--- config.mk ---
export PLATFORM = sky130hd
export DESIGN_NAME = rom_port_arb
export DESIGN_NICKNAME = d
export VERILOG_FILES = /design/src/rtl/rom_arb_pkg.sv /design/src/rtl/rom_port_arb.sv
export SDC_FILE = /design/constraint.sdc
export NUM_CORES = 1
export LEC_CHECK = 0
export ABC_AREA = 1
export CELL_PAD_IN_SITES_DETAIL_PLACEMENT = 0
export CELL_PAD_IN_SITES_GLOBAL_PLACEMENT = 2
export CORE_UTILIZATION = 26
export CTS_CLUSTER_DIAMETER = 200
export CTS_CLUSTER_SIZE = 10
export DETAILED_ROUTE_END_ITERATION = 16
export PLACE_DENSITY_LB_ADDON = 0.08
export SKIP_LAST_GASP = 1
export SYNTH_ARGS = -nofsm -noshare
export SYNTH_HDL_FRONTEND = slang
export SYNTH_SLANG_ARGS = --single-unit
--- constraint.sdc ---
create_clock -name MCLK -period 3.7 [get_ports MCLK]
set_input_delay 0.925 -clock MCLK [delete_from_list [all_inputs] [get_ports MCLK]]
set_output_delay 0.925 -clock MCLK [all_outputs]
set_load 0.01 [all_outputs]
--- src/rtl/rom_arb_pkg.sv ---
// rom_arb_pkg: shared types and constants for the ROM port arbiter.
//   - arb_state_e : arbiter FSM states
//   - req_id_e    : identifies which CPU read port holds the grant
//   - MEM_LAT_MIN / MEM_LAT_MAX : supported memory read latency range
//   - other_cpu() : returns the opposite CPU (round-robin pointer update)
package rom_arb_pkg;

  localparam int MEM_LAT_MIN = 1;
  localparam int MEM_LAT_MAX = 3;

  // Wait counter width; must hold MEM_LAT_MAX-1.
  localparam int CNT_W = 2;

  typedef enum logic [1:0] {
    ST_IDLE  = 2'd0,
    ST_WRITE = 2'd1,
    ST_READ  = 2'd2,
    ST_RESP  = 2'd3
  } arb_state_e;

  typedef enum logic {
    CPU0 = 1'b0,
    CPU1 = 1'b1
  } req_id_e;

  function automatic req_id_e other_cpu(input req_id_e id);
    return (id == CPU0) ? CPU1 : CPU0;
  endfunction

endpackage

--- src/rtl/rom_port_arb.sv ---
// rom_port_arb: shares one ROM/RAM port between a download loader (writes)
// and two CPU read ports.
//
// Ports
//   MCLK, RESET          : clock and synchronous active-high reset
//   LD_EN                : loader download active, blocks new CPU grants
//   LD_WR, LD_AD, LD_DT  : single-cycle loader write strobe, address, data
//   C0_REQ/C1_REQ        : CPU read requests, held until ACK
//   C0_AD/C1_AD          : CPU read addresses
//   C0_DT/C1_DT          : read data, held until the next ACK on that port
//   C0_ACK/C1_ACK        : one-cycle completion pulses
//   MEM_AD, MEM_WD, MEM_WE : registered shared memory address/data/write enable
//   MEM_RD               : memory read data, valid MEM_LAT cycles after MEM_AD
//   LD_OVF               : sticky flag, a loader write was dropped
//
// Loader writes always win over CPU reads. A write strobe that finds the
// holding register full (and not draining in that same cycle) is dropped.
module rom_port_arb
  import rom_arb_pkg::*;
#(
  parameter int AW      = 16,
  parameter int MEM_LAT = 1   // legal 1..3, out-of-range values are clamped
) (
  input  logic          MCLK,
  input  logic          RESET,
  input  logic          LD_EN,
  input  logic          LD_WR,
  input  logic [AW-1:0] LD_AD,
  input  logic [7:0]    LD_DT,
  input  logic          C0_REQ,
  input  logic [AW-1:0] C0_AD,
  input  logic          C1_REQ,
  input  logic [AW-1:0] C1_AD,
  output logic [7:0]    C0_DT,
  output logic          C0_ACK,
  output logic [7:0]    C1_DT,
  output logic          C1_ACK,
  output logic [AW-1:0] MEM_AD,
  output logic [7:0]    MEM_WD,
  output logic          MEM_WE,
  input  logic [7:0]    MEM_RD,
  output logic          LD_OVF
);

  localparam int LAT_EFF = (MEM_LAT < MEM_LAT_MIN) ? MEM_LAT_MIN :
                           (MEM_LAT > MEM_LAT_MAX) ? MEM_LAT_MAX : MEM_LAT;
  localparam logic [CNT_W-1:0] LAT_LAST = CNT_W'(LAT_EFF - 1);

  arb_state_e      state_q,  state_d;
  req_id_e         ptr_q,    ptr_d;
  req_id_e         gnt_q,    gnt_d;
  logic [CNT_W-1:0] cnt_q,   cnt_d;

  logic            hold_v_q,  hold_v_d;
  logic [AW-1:0]   hold_ad_q, hold_ad_d;
  logic [7:0]      hold_dt_q, hold_dt_d;
  logic            ovf_q,     ovf_d;

  logic [AW-1:0]   mem_ad_q,  mem_ad_d;
  logic [7:0]      mem_wd_q,  mem_wd_d;
  logic            mem_we_q,  mem_we_d;

  logic [7:0]      c0_dt_q,   c0_dt_d;
  logic [7:0]      c1_dt_q,   c1_dt_d;
  logic            c0_ack_q,  c0_ack_d;
  logic            c1_ack_q,  c1_ack_d;

  // A port that is being acknowledged this cycle still shows REQ high;
  // masking it prevents serving the same request twice.
  logic    req0_ok, req1_ok;
  req_id_e pick;

  assign req0_ok = C0_REQ && !c0_ack_q;
  assign req1_ok = C1_REQ && !c1_ack_q;

  always_comb begin
    if (req0_ok && req1_ok) begin
      pick = ptr_q;
    end else if (req1_ok) begin
      pick = CPU1;
    end else begin
      pick = CPU0;
    end
  end

  always_comb begin
    state_d   = state_q;
    ptr_d     = ptr_q;
    gnt_d     = gnt_q;
    cnt_d     = cnt_q;
    hold_v_d  = hold_v_q;
    hold_ad_d = hold_ad_q;
    hold_dt_d = hold_dt_q;
    ovf_d     = ovf_q;
    mem_ad_d  = mem_ad_q;
    mem_wd_d  = mem_wd_q;
    mem_we_d  = 1'b0;
    c0_dt_d   = c0_dt_q;
    c1_dt_d   = c1_dt_q;
    c0_ack_d  = 1'b0;
    c1_ack_d  = 1'b0;

    // Holding register: emptied by the WRITE cycle, refilled by any strobe
    // that finds it empty or draining.
    if (state_q == ST_WRITE) begin
      hold_v_d = 1'b0;
    end
    if (LD_WR) begin
      if (!hold_v_q || (state_q == ST_WRITE)) begin
        hold_v_d  = 1'b1;
        hold_ad_d = LD_AD;
        hold_dt_d = LD_DT;
      end else begin
        ovf_d = 1'b1;
      end
    end

    unique case (state_q)
      ST_IDLE: begin
        // A strobe arriving in IDLE with an empty holding register is
        // forwarded straight to the memory registers so the write appears
        // on the very next cycle.
        if (hold_v_q || LD_WR) begin
          state_d  = ST_WRITE;
          mem_we_d = 1'b1;
          mem_ad_d = hold_v_q ? hold_ad_q : LD_AD;
          mem_wd_d = hold_v_q ? hold_dt_q : LD_DT;
        end else if (!LD_EN && (req0_ok || req1_ok)) begin
          state_d  = ST_READ;
          gnt_d    = pick;
          ptr_d    = other_cpu(pick);
          cnt_d    = '0;
          mem_ad_d = (pick == CPU1) ? C1_AD : C0_AD;
        end
      end
      ST_WRITE: begin
        state_d = ST_IDLE;
      end
      ST_READ: begin
        if (cnt_q == LAT_LAST) begin
          cnt_d   = '0;
          state_d = ST_RESP;
        end else begin
          cnt_d = cnt_q + 1'b1;
        end
      end
      ST_RESP: begin
        state_d = ST_IDLE;
        if (gnt_q == CPU1) begin
          c1_dt_d  = MEM_RD;
          c1_ack_d = 1'b1;
        end else begin
          c0_dt_d  = MEM_RD;
          c0_ack_d = 1'b1;
        end
      end
      default: state_d = ST_IDLE;
    endcase
  end

  always_ff @(posedge MCLK) begin
    if (RESET) begin
      state_q   <= ST_IDLE;
      ptr_q     <= CPU0;
      gnt_q     <= CPU0;
      cnt_q     <= '0;
      hold_v_q  <= 1'b0;
      hold_ad_q <= '0;
      hold_dt_q <= '0;
      ovf_q     <= 1'b0;
      mem_ad_q  <= '0;
      mem_wd_q  <= '0;
      mem_we_q  <= 1'b0;
      c0_dt_q   <= '0;
      c1_dt_q   <= '0;
      c0_ack_q  <= 1'b0;
      c1_ack_q  <= 1'b0;
    end else begin
      state_q   <= state_d;
      ptr_q     <= ptr_d;
      gnt_q     <= gnt_d;
      cnt_q     <= cnt_d;
      hold_v_q  <= hold_v_d;
      hold_ad_q <= hold_ad_d;
      hold_dt_q <= hold_dt_d;
      ovf_q     <= ovf_d;
      mem_ad_q  <= mem_ad_d;
      mem_wd_q  <= mem_wd_d;
      mem_we_q  <= mem_we_d;
      c0_dt_q   <= c0_dt_d;
      c1_dt_q   <= c1_dt_d;
      c0_ack_q  <= c0_ack_d;
      c1_ack_q  <= c1_ack_d;
    end
  end

  assign MEM_AD = mem_ad_q;
  assign MEM_WD = mem_wd_q;
  assign MEM_WE = mem_we_q;
  assign C0_DT  = c0_dt_q;
  assign C1_DT  = c1_dt_q;
  assign C0_ACK = c0_ack_q;
  assign C1_ACK = c1_ack_q;
  assign LD_OVF = ovf_q;

endmodule

==> impl_metrics.yaml, run 1 <==
timing:
  fin_setup_tns_ps: 0
  finalSetupViolCount: 0
  drv_slew: 0
  grt_setup_unrepaired: "no"
  fmax_mhz: 406
  hold_slack_ps: 447
  relSlewSlack_pct: 44.9
  finClkSkew_ps: 6.41
  worst-slew-pin-transition_ps: 826
  hold_viol_final: 0
  layout_min_cycle_time_ps: 2460
  period_share_pct: 66.6
synth:
  synth_top_family_by_area: "simple AND/OR/NAND/NOR gates"
  synth_cell_types: 26
  synth_mux_area_share_pct: 0
  synth_top_area_share_pct: 41.9
  yosys.area_share.xor_xnor_pct: 0
  synth_area_leaders: "dfxtp_1, nand2_1, nor2_1, a21oi_1, nand3_1"
  synth_seq_cells: 75
  synth_compound_area_share_pct: 17.3
  synth_seq_area_share_pct: 41.9
  yosysTopAreaCell: "dfxtp_1"
  synth_nets: 599
  synth_cells: 527
  avgSynthCellArea_sq_um: 6.80
  synth-simple-area-share_pct: 28.3
  synth_fa_ha_area_share_pct: 0.699
  syn_area_sq_mm: 0.00358
  yosysWarnings: 0
power_and_ir_drop:
  power.internal_mw: 1.73
  p_leak_nw: 2.11
  sw_frac_of_total_pct: 26.8
  ir_worst_vdd_mv: 0.176
  p_sw_mw: 0.633
  totalPowerFinal_mw: 2.36
  power.share.sequential_pct: 38.8
  power_density_mw_per_mm2: 460
  pwr-share-comb_pct: 20.0
  power_frac_clock_pct: 41.2
place:
  numPortBuffers: 113
  hpwl_um: 7210
  place_congestion: 0.725
  placedCellCount: 790
worst_setup_path:
  end_kind: "register"
  cp-start-kind: "input port"
  crit_fanout: 20
  crit_type: "in2reg"
  cp_data_required_time_ps: 3940
  critPathArrivalTime_ps: 2700
clock_tree:
  numClockSinks: 75
  cts_resized: 0
  cts_tree: "built"
  cts_root_buffer: "clkbuf_16"
  postCtsSetupBuffers: 0
  numCtsBuffers: 9
  worstSkewPairLatency_ps: 340
  cts-hold-fix-buffers: 0
  cts_max_level: 3
  clockBufferDepth: 2
  cts.clk_slew.worst_paths_ps: 60
cells_and_area:
  finalNonFillerCells: 806
  insertedDiodeCount: 0
  syn_to_final_growth_pct: 43.4
  final_layout_size_suffix_gt1_share_pct: 6.03
  nets: 697
hold_path:
  hold_class: "reg2reg"
global_route:
  groute.usage.overall_pct: 15.4
  antenna_found_initial: 0
  grt_max_degree: 49
  grt_pass1_wl_um: 16900
  overflow: 0
  grt_pass1_vias: 3395
floorplan:
  core-area_sq_mm: 0.0133
  die_w_um: 119
  die_area_sq_mm: 0.0143
  dieHeight_um: 119
  fp-row-count: 42
  start_util_pct: 26.8
  ioPinCount: 114
flow_run:
  max-cap-violations: 0
drt:
  drcViolationCount: 0
  via_per_inst: 4.37
  drt-pass1-iter-count: 4
  drt_iter0_drc: 188
  ant_nets: 0
  drt_wl_total_um: 10500
  wl_per_cell_um: 13.1
  vias: 3520
run_status:
  status: "completed"
==> metrics by stage <==
step | utilization [%] | setup slack (ps) | instance area [sq um]
2_1_floorplan | - | 1960 | 3580
3_3_place_gp | 36.0 | 908 | 4810
3_5_place_dp | 36.0 | 833 | 4810
4_1_cts | 38.5 | 1200 | 5140
5_1_grt | 38.5 | 1050 | 5140
6_report | 38.5 | 1240 | 5140
==> synth_stat cells <==
master    number
inv_2          5
o21a_1         1
nand3_1       45
nand2_2        6
nor2_8         1
a21oi_2        1
buf_4          5
a31o_2         1
nor3_1         1
o211ai_1      16
buf_6          3
inv_1         57
buf_1          2
nor2_4         2
dfxtp_1       75
clkbuf_1       6
a31oi_1        8
ha_1           2
o21ai_0       38
clkinv_1       2
nor2_1        89
buf_2         15
o21ai_1        2
nand2_1       98
inv_4          1
a21oi_1       45
==> final timing paths <==
check,startpoint,to,slack (ps),cells after the start
min,hold_ad_q[11],hold_ad_q[11],450,2
min reg2reg,hold_ad_q[11],hold_ad_q[11],450,2
max,LD_WR,MEM_AD[1],1240,8
max reg2reg,hold_v_q,hold_ad_q[6],1430,6
==> cell families (layout without fill, tap and decap cells) <==
family,Yosys count,after routing
AO/OA/AOI/OAI,112,112
flip-flops,75,75
buffers and inverters,96,199
adder cells (fa/ha/maj),2,2
AND/OR/NAND/NOR,242,242
==> cell usage in the layout (no fill, tap or decap), types with 2 or more instances in the layout <==
cell / n
nand2_2: 6
a21oi_1: 45
buf_4: 4
nand3_1: 45
dfxtp_1: 74
ha_1: 2
bufinv_16: 2
nor2_4: 2
clkdlybuf4s50_1: 113
nor2_1: 89
clkbuf_16: 9
clkinv_1: 3
a31oi_1: 8
o21ai_0: 38
clkbuf_8: 2
inv_1: 56
o211ai_1: 16
inv_2: 5
nand2_1: 98
o21ai_1: 2
==> critical path: stages <==
cell and delay [ps]:
clkdlybuf4s50_1 510, nor2_4 130, buf_4 290, nand2_2 260
nand2_2 350, nand2_1 100, nand2_1 70, nor2_1 40
==> power groups by stage <==
| stage | Clock [mW] | Combinational, mW | Sequential [mW] |
|---|---|---|---|
| floorplan | 0 | 0.258 | 0.940 |
| global placement | 0 | 0.475 | 0.935 |
| detailed placement | 0 | 0.477 | 0.936 |
| CTS | 1.01 | 0.480 | 0.919 |
| global route | 1.04 | 0.531 | 0.926 |
| finish | 0.974 | 0.472 | 0.917 |
==> flip-flops by register name, summed over array words and instances, names as in the netlist <==
register / flops
MEM_WD: 8
C1_DT: 8
state_q: 2
gnt_q: 1
cnt_q: 2
ptr_q: 1
hold_dt_q: 8
MEM_AD: 16
hold_v_q: 1
MEM_WE: 1
C0_ACK: 1
C0_DT: 8
C1_ACK: 1
LD_OVF: 1
hold_ad_q: 16
==> layout make-up <==
type / count / area, sq um
fill: 1455 / 8210
multi-input combinational: 356 / 1660
sequential: 75 / 1500
timing repair buffer: 118 / 1180
clock buffer: 12 / 256
inverter: 65 / 246
tap: 176 / 220
clock inverter: 4 / 72.6
==> layer usage <==
layer,track usage (%),wire length (um),up-vias
li1,-,-,1877
met2,23.3,4470,89
met3,5.51,651,8
met1,20.5,5270,1546
met5,0,0,-
met4,4.69,128,0
Note: power is estimated with default switching activity, not from simulation.
==> run 2: changes to the inputs <==
- CORE_UTILIZATION: 26 -> 22
- clock period: 3.7 -> 2 ns (I/O delays scaled with it)
==> run 2 against run 1 <==
  * Count of clock-buffer cells in the layout up 2
  * Cell area up 3.7%
  * Register-to-register slack worse by 940 ps
  * Non-clock buffer count up 12
  * Clock power up 67%
  * Final cell count up 6.5%
  * Sequential power up 84%
  * Combinational power up 100%
  * Largest power group is now registers
  * Highest routed layer unchanged
==> impl_metrics.yaml, run 2 (synthesis gave the netlist of run 1 again) <==
clock_tree:
  numClockSinks: 75
  numCtsBuffers: 9
  worstSkewPairLatency_ps: 340
  cts_root_buffer: "clkbuf_16"
  cts-hold-fix-buffers: 0
  clockBufferDepth: 2
  cts_resized: 0
  cts.clk_slew.worst_paths_ps: 60
  cts_tree: "built"
  cts_max_level: 3
  postCtsSetupBuffers: 0
place:
  place_congestion: 0.717
  numPortBuffers: 113
  place_area_sq_mm: 0.00504
  hpwl_um: 7670
  dp_slack_ps: -21.2
  placedCellCount: 842
worst_setup_path:
  crit_type: "reg2out"
  crit_fanout: 2
  cp-start-kind: "register"
  cp_top_family: "buffers and inverters"
  critPathMaxStageDelay_ps: 550
  cp_cell_sequence: "clkdlybuf4s50_1"
  end_kind: "output port"
  critPathBufInv: 1
  cp_slowest_cell: "clkdlybuf4s50_1"
  critPathArrivalTime_ps: 1240
  cp_data_required_time_ps: 1500
drt:
  drcViolationCount: 0
  via_per_inst: 4.08
  wl_per_cell_um: 12.7
  vias: 3504
  ant_nets: 0
  drt-pass1-iter-count: 4
  drt_iter0_drc: 138
  drt_wl_total_um: 10900
cells_and_area:
  final.fill_count: 1715
  nets: 709
  final_core_util_pct: 33.5
  finalNonFillerCells: 858
  final_cell_area_sq_mm: 0.00533
  insertedDiodeCount: 0
  final_common_cell: "clkdlybuf4s50_1"
  final_cell_mix: "clkdlybuf4s50_1, nand2_1, nor2_1"
  syn_to_final_growth_pct: 48.7
  final_layout_size_suffix_gt1_share_pct: 7.48
timing:
  drv_slew: 0
  finalSetupViolCount: 0
  grt_setup_unrepaired: "no"
  period_share_pct: 86.8
  hold_slack_ps: 447
  worst-slew-pin-transition_ps: 528
  finalWorstSetupSlack_ps: 264
  relSlewSlack_pct: 64.8
  fin_setup_tns_ps: 0
  finClkSkew_ps: 7.56
  fmax_mhz: 576
  hold_viol_final: 0
  layout_min_cycle_time_ps: 1740
floorplan:
  start_util_pct: 22.6
  dieHeight_um: 130
  die_area_sq_mm: 0.0168
  die_w_um: 130
  core-area_sq_mm: 0.0159
  ioPinCount: 114
  fp-row-count: 46
hold_path:
  hold_class: "reg2reg"
flow_run:
  max-cap-violations: 0
global_route:
  overflow: 0
  grt_max_degree: 47
  grt_pass1_vias: 3428
  grt_pass1_wl_um: 17400
  groute.usage.overall_pct: 13.6
  antenna_found_initial: 0
power_and_ir_drop:
  ir_worst_vdd_mv: 0.339
  power_density_mw_per_mm2: 802
  p_leak_nw: 2.19
  totalPowerFinal_mw: 4.27
run_status:
  status: "completed"
-- run 2: cell types whose count changed in the layout (fill, tap and decap cells not counted), sizes merged --
cell	before	now
buf	5	17
bufinv	2	1
clkbuf	12	14
clkinv	4	3
clkinvlp	1	0
inv	62	63
-- run 2: final timing paths --
| path | endpoint | slack, ps | cells after the start | from |
|---|---|---|---|---|
| worst min-delay path | hold_ad_q[10] | 450 | 2 | hold_ad_q[10] |
| worst max register to register | hold_ad_q[12] | 490 | 7 | hold_v_q |
| worst min register to register | hold_ad_q[10] | 450 | 2 | hold_ad_q[10] |
| worst max-delay path | MEM_WD[7] | 260 | 1 | MEM_WD[7] |
-- run 2: where the power goes --
group	internal, mW	switching (mW)	total, mW	leakage [nW]
logic	0.475	0.473	0.947	1.43
clock network	1.00	0.634	1.63	0.141
registers	1.62	0.0665	1.69	0.618
-- run 2: area by class of cell --
cell class	count	area [sq um]	share of cell area, %
flip-flops and latches	75	1500	28.2
repair buffers	130	1360	25.5
well taps	216	270	5.08
inverters	65	246	4.63
clock inverters	2	35.0	0.658
multi-input cells	356	1660	31.1
clock buffers	14	254	4.77
-- run 2: routing by layer --
metal	global-route usage [%]	vias to the layer above	share of wire [%]
met4	6.57	0	1.8
met5	0	-	0
met1	17.8	1512	48
li1	-	1907	-
met2	20.9	74	43
met3	3.34	11	6.2
==> run 3: changes to the inputs <==
- CAP_MARGIN: unset -> 20
==> results of run 3 <==
Final layout, timing and power as in run 2 (identical DEF).
